===== src/rtl/clk_step_ctrl.sv =====
// clk_step_ctrl: run/halt/single-step clock-enable sequencer for the Lipsi core
module clk_step_ctrl #(
  parameter int CNT_W  = 26,
  parameter int DIV0   = 499_999,
  parameter int DIV1   = 4_999_999,
  parameter int DIV2   = 49_999,
  parameter int DIV3   = 0,
  parameter int DB_CNT = 250_000
) (
  input  logic        clk,
  input  logic        reset,
  input  logic        run_sw,
  input  logic        step_btn,
  input  logic [1:0]  div_sel,
  input  logic        halted_in,
  output logic        cpu_en,
  output logic        clklow,
  output logic [1:0]  state,
  output logic [15:0] step_count
);
  localparam int DB_W = $clog2(DB_CNT + 1);
  typedef enum logic [1:0] {HALT = 2'b00, RUN = 2'b01, STEP = 2'b10} state_t;
  state_t st;
  logic run_m, run_s, btn_m, btn_s, db_lvl, db_prev, db_hit, tick, step_pulse, go_run;
  logic [DB_W-1:0] db_cnt;
  logic [CNT_W-1:0] cnt, tc;
  always_comb begin
    tc = div_sel == 2'd0 ? CNT_W'(DIV0) : div_sel == 2'd1 ? CNT_W'(DIV1) :
         div_sel == 2'd2 ? CNT_W'(DIV2) : CNT_W'(DIV3);
    tick = cnt >= tc;
    db_hit = (btn_s != db_lvl) && (db_cnt == DB_W'(DB_CNT - 1));
    step_pulse = db_lvl & ~db_prev;
    go_run = (st == HALT) & run_s & ~halted_in;
    cpu_en = (st == STEP) | ((st == RUN) & tick & ~halted_in);
  end
  assign state = st;
  // Button level is accepted only after DB_CNT consecutive cycles of disagreement
  always_ff @(posedge clk or posedge reset)
    if (reset) begin
      {run_m, run_s, btn_m, btn_s, db_lvl, db_prev} <= '0;
      db_cnt <= '0;
    end else begin
      run_m <= run_sw;
      run_s <= run_m;
      btn_m <= step_btn;
      btn_s <= btn_m;
      db_prev <= db_lvl;
      db_lvl <= db_hit ? btn_s : db_lvl;
      db_cnt <= (btn_s == db_lvl || db_hit) ? '0 : db_cnt + 1'b1;
    end
  always_ff @(posedge clk or posedge reset)
    if (reset) begin
      cnt <= '0;
      clklow <= 1'b0;
    end else begin
      cnt <= (go_run | tick) ? '0 : cnt + 1'b1;
      clklow <= clklow ^ tick;
    end
  always_ff @(posedge clk or posedge reset)
    if (reset) begin
      st <= HALT;
      step_count <= '0;
    end else begin
      st <= st == HALT ? (go_run ? RUN : (step_pulse & ~halted_in) ? STEP : HALT) :
            st == RUN ? ((run_s & ~halted_in) ? RUN : HALT) : HALT;
      step_count <= step_count + 16'(cpu_en & ~&step_count);
    end
endmodule

===== config.mk =====
export PLATFORM = sky130hd
export DESIGN_NAME = clk_step_ctrl
export DESIGN_NICKNAME = d
export VERILOG_FILES = /design/src/rtl/clk_step_ctrl.sv
export SDC_FILE = /design/constraint.sdc
export NUM_CORES = 1
export LEC_CHECK = 0
export ABC_AREA = 1
export CORE_MARGIN = 2
export CORE_UTILIZATION = 45
export CTS_BUF_LIST = sky130_fd_sc_hd__clkbuf_4 sky130_fd_sc_hd__clkbuf_8
export DETAILED_ROUTE_END_ITERATION = 6
export SLEW_MARGIN = 5
export SYNTH_ARGS = -nofsm -noshare
export SYNTH_HDL_FRONTEND = slang
export SYNTH_SLANG_ARGS = --single-unit

===== constraint.sdc =====
create_clock -name clk -period 3.03 [get_ports clk]
set_input_delay 0.606 -clock clk [delete_from_list [all_inputs] [get_ports clk]]
set_output_delay 0.606 -clock clk [all_outputs]
set_load 0.01 [all_outputs]

Word-level counts from Yosys, hierarchy flattened
Cells that the tools add are included.

operators by class
  $add $sub $neg = 3
  $lt $le $gt $ge = 1
  equal/unequal tests = 7
  multiplexer cells = 10
  bitwise operators = 13
  reduce and logical (&&, ||, !) cells = 6

operators with widths
  kind                   count
  $mux 23                2
  $add 26x1->26 const B  1
  $ge 26x23->1           1
  $mux 26                1
  $add 18x1->18 const B  1
  $eq 18x18->1 const B   1
  $mux 18                1
  $add 16x1->16          1
  $mux 16                1
  $reduce_and 16->1      1
  $and 1x1->1            8
  $mux 2                 3
  $eq 2x1->1 const B     2
  $eq 2x2->1 const B     2
  $logic_not 2->1        2
  $mux 1                 2
  $not 1->1              2
  $or 1x1->1             2
  $eq 1x1->1             1
  $logic_and 1x1->1      1
  $logic_not 1->1        1
  $logic_or 1x1->1       1
  $ne 1x1->1             1
  $xor 1x1->1            1

storage, ports and cells
  register bits after elaboration = 69
  bits of input ports = 7
  output and inout bits = 20
  word-level logic and storage cells = 51

Depth between registers and ports, before layout
Gate-level depths: netlist (run 1).

  depth after elaboration = 10
  depth in mapped cells = 23

Worst setup path before layout (run 1)
Ideal clock, no wire load.

  kind = input to register
  from = input port div_sel[0]
  to = register step_count[14]
  library setup time = 79 ps
  arrival time = 3159 ps
  setup slack = -208 ps
  cell stages on the path = 21
  path buffers = 0
  path through = inv_1 -> ha_1 -> inv_1 -> ha_1 -> inv_1 -> nor2_1 -> nand3b_1 -> nor2_1 -> nand3_1 -> nor2_1 -> nor2_2 -> nand2_1 -> nand2_1 -> a21oi_1 -> ha_1 -> ha_1 -> nand3_1 -> nor2_1 -> nand3_1 -> nor3_1 -> xor2_1

on the way
  word-level cells in the longest chain between the ends = 10

ends and longest elaborated chain
  element                      line  source
  start, declared              14    input logic [1:0] div_sel,
  $eq 2x2->1                   29    div_sel == 2'd2 ? CNT_W'(DIV2) : CNT_W'(DIV3);
  $mux 16                      29
  $mux 23                      28    tc = div_sel == 2'd0 ? CNT_W'(DIV0) : div_sel == 2'd1 ? CNT_W'(DIV1) :
  $mux 23 *                    28
  $ge 26x23->1 *               30    tick = cnt >= tc;
  $and 1x1->1 * (2 in series)  34    cpu_en = (st == STEP) | ((st == RUN) & tick & ~halted_in);
  $or 1x1->1 *                 34
  $and 1x1->1 *                66    step_count <= step_count + 16'(cpu_en & ~&step_count);
  $add 16x1->16 *              66
  end signal, assigned         66
  end, declared                19    output logic [15:0] step_count

Every way passes the cells marked *; elsewhere a longest branch is shown, timed or not.
A chain may end at the register's enable or synchronous reset.

Final worst setup path (run 1)
  from = input port div_sel[0]
  to = register step_count[11]

The elaborated chain is that of the path after synthesis.

==> reports/qor.csv, run 1 <==
metric,value,unit
path_clk_slew,70,ps
drive_gt1_frac,0.217,
skew,13.0,ps
worstReg2RegStart,cnt[6]$_DFF_PP0_,
routabilityCongestion,0.869,
grt_pass1_vias,3129,
final_cell_mix,"nand2_1 (82), dfrtp_1 (69), nor2_1 (62), inv_1 (53), buf_4 (30)",
grt_antenna_before_repair,0,
status,"finished, final reports clean",
cts.sinks,69,
numCtsBuffers,9,
ys_warn_count,0,
grt_pass1_wl,13.9,mm
viasPerCell,4.94,
crit_type,in2reg,
min_to,run_s$_DFF_PP0_,
critPathRequiredTime,3250,ps
p_per_area,416,nW/um^2
layout_min_cycle_time,3010,ps
route.detailed.drc,0,
worst_slack,20.5,ps
r2r_setup_slack,180,ps
synth_fa_ha_area_frac,0.0683,
utilization,0.600,
cp.arrival,3230,ps
cp-end-kind,flop,
power_leakage,0.00229,uW
dieArea,9300,um^2
synthFlopType,dfrtp_1,
holdPathStages,0,
grt-ovfl-total,0,
die_y,96.5,um
drv_cap,0,
dp_slack,-959,ps
synth_cell_types,35,
start_util,0.466,
place.detailed.hpwl,6.02,mm
async_flop_share,1.00,
final_nets,561,
drtPass1Iterations,4,
ff2ff_path_depth,18,
dieWidth,96.5,um
io_buffers,26,
yosys.area_share.xor_xnor,0.0683,
muxShareOfSynthArea,0.00293,
slew_violations,0,
rsz0062_at_grt,true,
synth-compound-area-share,0.0410,
clk_path_buf_depth,2,
grt_start_max_net_pins,70,
cts_tree,yes,
dpl-instance-area,4510,um^2
startpoint_type,primary input,
ys_seq_area_frac,0.449,
synthCells,466,
fin_area,4960,um^2
diodes,0,
clk_latency,340,ps
rr_endpoint,step_count[11]$_DFF_PP0_,
final_common_cell,nand2_1,
wl_per_cell,13.0,um
syn_to_final_growth,28.9,%
core_area,8260,um^2
synth_edf_count,0,
hp-start,run_m$_DFF_PP0_,
gr-usage-all-layers,0.195,
timing.fmax,0.332,GHz
final_antenna_net_count,0,
synth_top_family_by_area,simple AND/OR/NAND/NOR gates,
yosys.area_share.simple,0.301,
syn_area_per_cell,8.25,um^2
fin_crit_sh,0.993,
drt_iter0_markers,141,
wl,8.38,mm
hold_viol,0,
ioPinCount,27,
worstPathMaxFanout,4,
h-tree-depth,3,
final-setup-viol-count,0,
root_buffer,clkbuf_8,
rows,33,
vias,3178,
synth.cell_area,3850,um^2
ir_drop,0.000502,V
holdWs,356,ps
min_path_type,reg2reg,
ys_ff_latch,69,
## flip-flops by register name, indices dropped and copies added, names as in the netlist
signal,cells
btn_m,1
state,2
cnt,26
db_cnt,18
run_s,1
btn_s,1
clklow,1
db_lvl,1
db_prev,1
run_m,1
step_count,16
## cell usage after synthesis, drive strengths merged, types with 3 or more instances
library cell | count | area share
dfrtp | 69 | 0.45
inv | 64 | 0.062
xnor2 | 8 | 0.018
o21ai | 6 | 0.0088
nand2 | 87 | 0.087
xor2 | 22 | 0.050
a21oi | 19 | 0.025
ha | 21 | 0.068
nand3 | 29 | 0.042
nand4 | 14 | 0.023
buf | 3 | 0.0062
nor2 | 81 | 0.089
nor4 | 4 | 0.0065
nor3 | 27 | 0.043
## per-stage QoR
step / power (uW) / TNS (ps) / instances
after floorplan: 1180 / -335 / 467
after global placement: 1340 / -10720 / 621
after detailed placement: 1340 / -11470 / 621
after CTS: 2060 / -8.48 / 642
after global routing: 2180 / -973 / 643
final: 2060 / 0 / 643
## final cells by class
type / count / area (um^2)
clock buffers: 13 / 160
clock inverters: 3 / 21.3
fillers: 748 / 3300
inverters: 64 / 277
multi-input cells: 331 / 2110
flip-flops and latches: 69 / 1730
well taps: 105 / 131
repair buffers: 58 / 532
## report_power, final
part / total [uW] / internal (uW) / switching [uW]
Sequential: 1060 / 975 / 81.3
Combinational: 321 / 166 / 155
Clock: 684 / 348 / 337
Total: 2060 / 1490 / 573
## layer usage
metal | vias to the layer above | track usage | part of all wire
met5 | - | 0 | 0
met4 | 0 | 0.0892 | 0.029
met3 | 13 | 0.0380 | 0.031
met2 | 56 | 0.320 | 0.47
met1 | 1479 | 0.251 | 0.47
li1 | 1630 | - | -
## repair_timing
action / in CTS / in global routing
pin swaps: 18 / 21
gates resized for setup: 31 / 28
buffers inserted: 5 / 3
hold buffers: 0 / 0
setup endpoints to repair: 15 / 10
## worst max-delay path: stages
cell and delay [ps]:
buf_12 100, clkinv_8 50, ha_4 260, inv_4 40
ha_4 260, nand4_1 140, nor2_1 140, nand2_1 80
nor2_2 130, nor2_2 50, nand2_2 70, nand2_2 60
a21oi_2 130, ha_2 220, nand3_4 100, nor3_4 200
nand3_2 120, nor3_4 250, nand2_1 110, xnor2_1 130
## worst max path at each step
stage | from | end | slack (ps) | depth (start not counted)
floorplan | div_sel[1] | step_count[13]$_DFF_PP0_ | -110 | 21
global placement | div_sel[1] | step_count[11]$_DFF_PP0_ | -890 | 21
detailed placement | div_sel[1] | step_count[13]$_DFF_PP0_ | -960 | 21
CTS | div_sel[0] | step_count[13]$_DFF_PP0_ | -7 | 23
global route | div_sel[0] | step_count[11]$_DFF_PP0_ | -170 | 22
finish | div_sel[0] | step_count[11]$_DFF_PP0_ | 20 | 20
## cell families after synthesis
logic type,after synthesis
simple gates,248
mux,1
buf+inv,67
other cells,1
xor+xnor,30
flops,69
compound gates,29
fa+ha+maj,21
Power figures use the tool's default switching activity.
==> run 2, diff against run 1 <==
CAP_MARGIN = 20   (was not set)
==> results of run 2 <==
The final DEF is identical to that of run 1; final timing and power are the same.
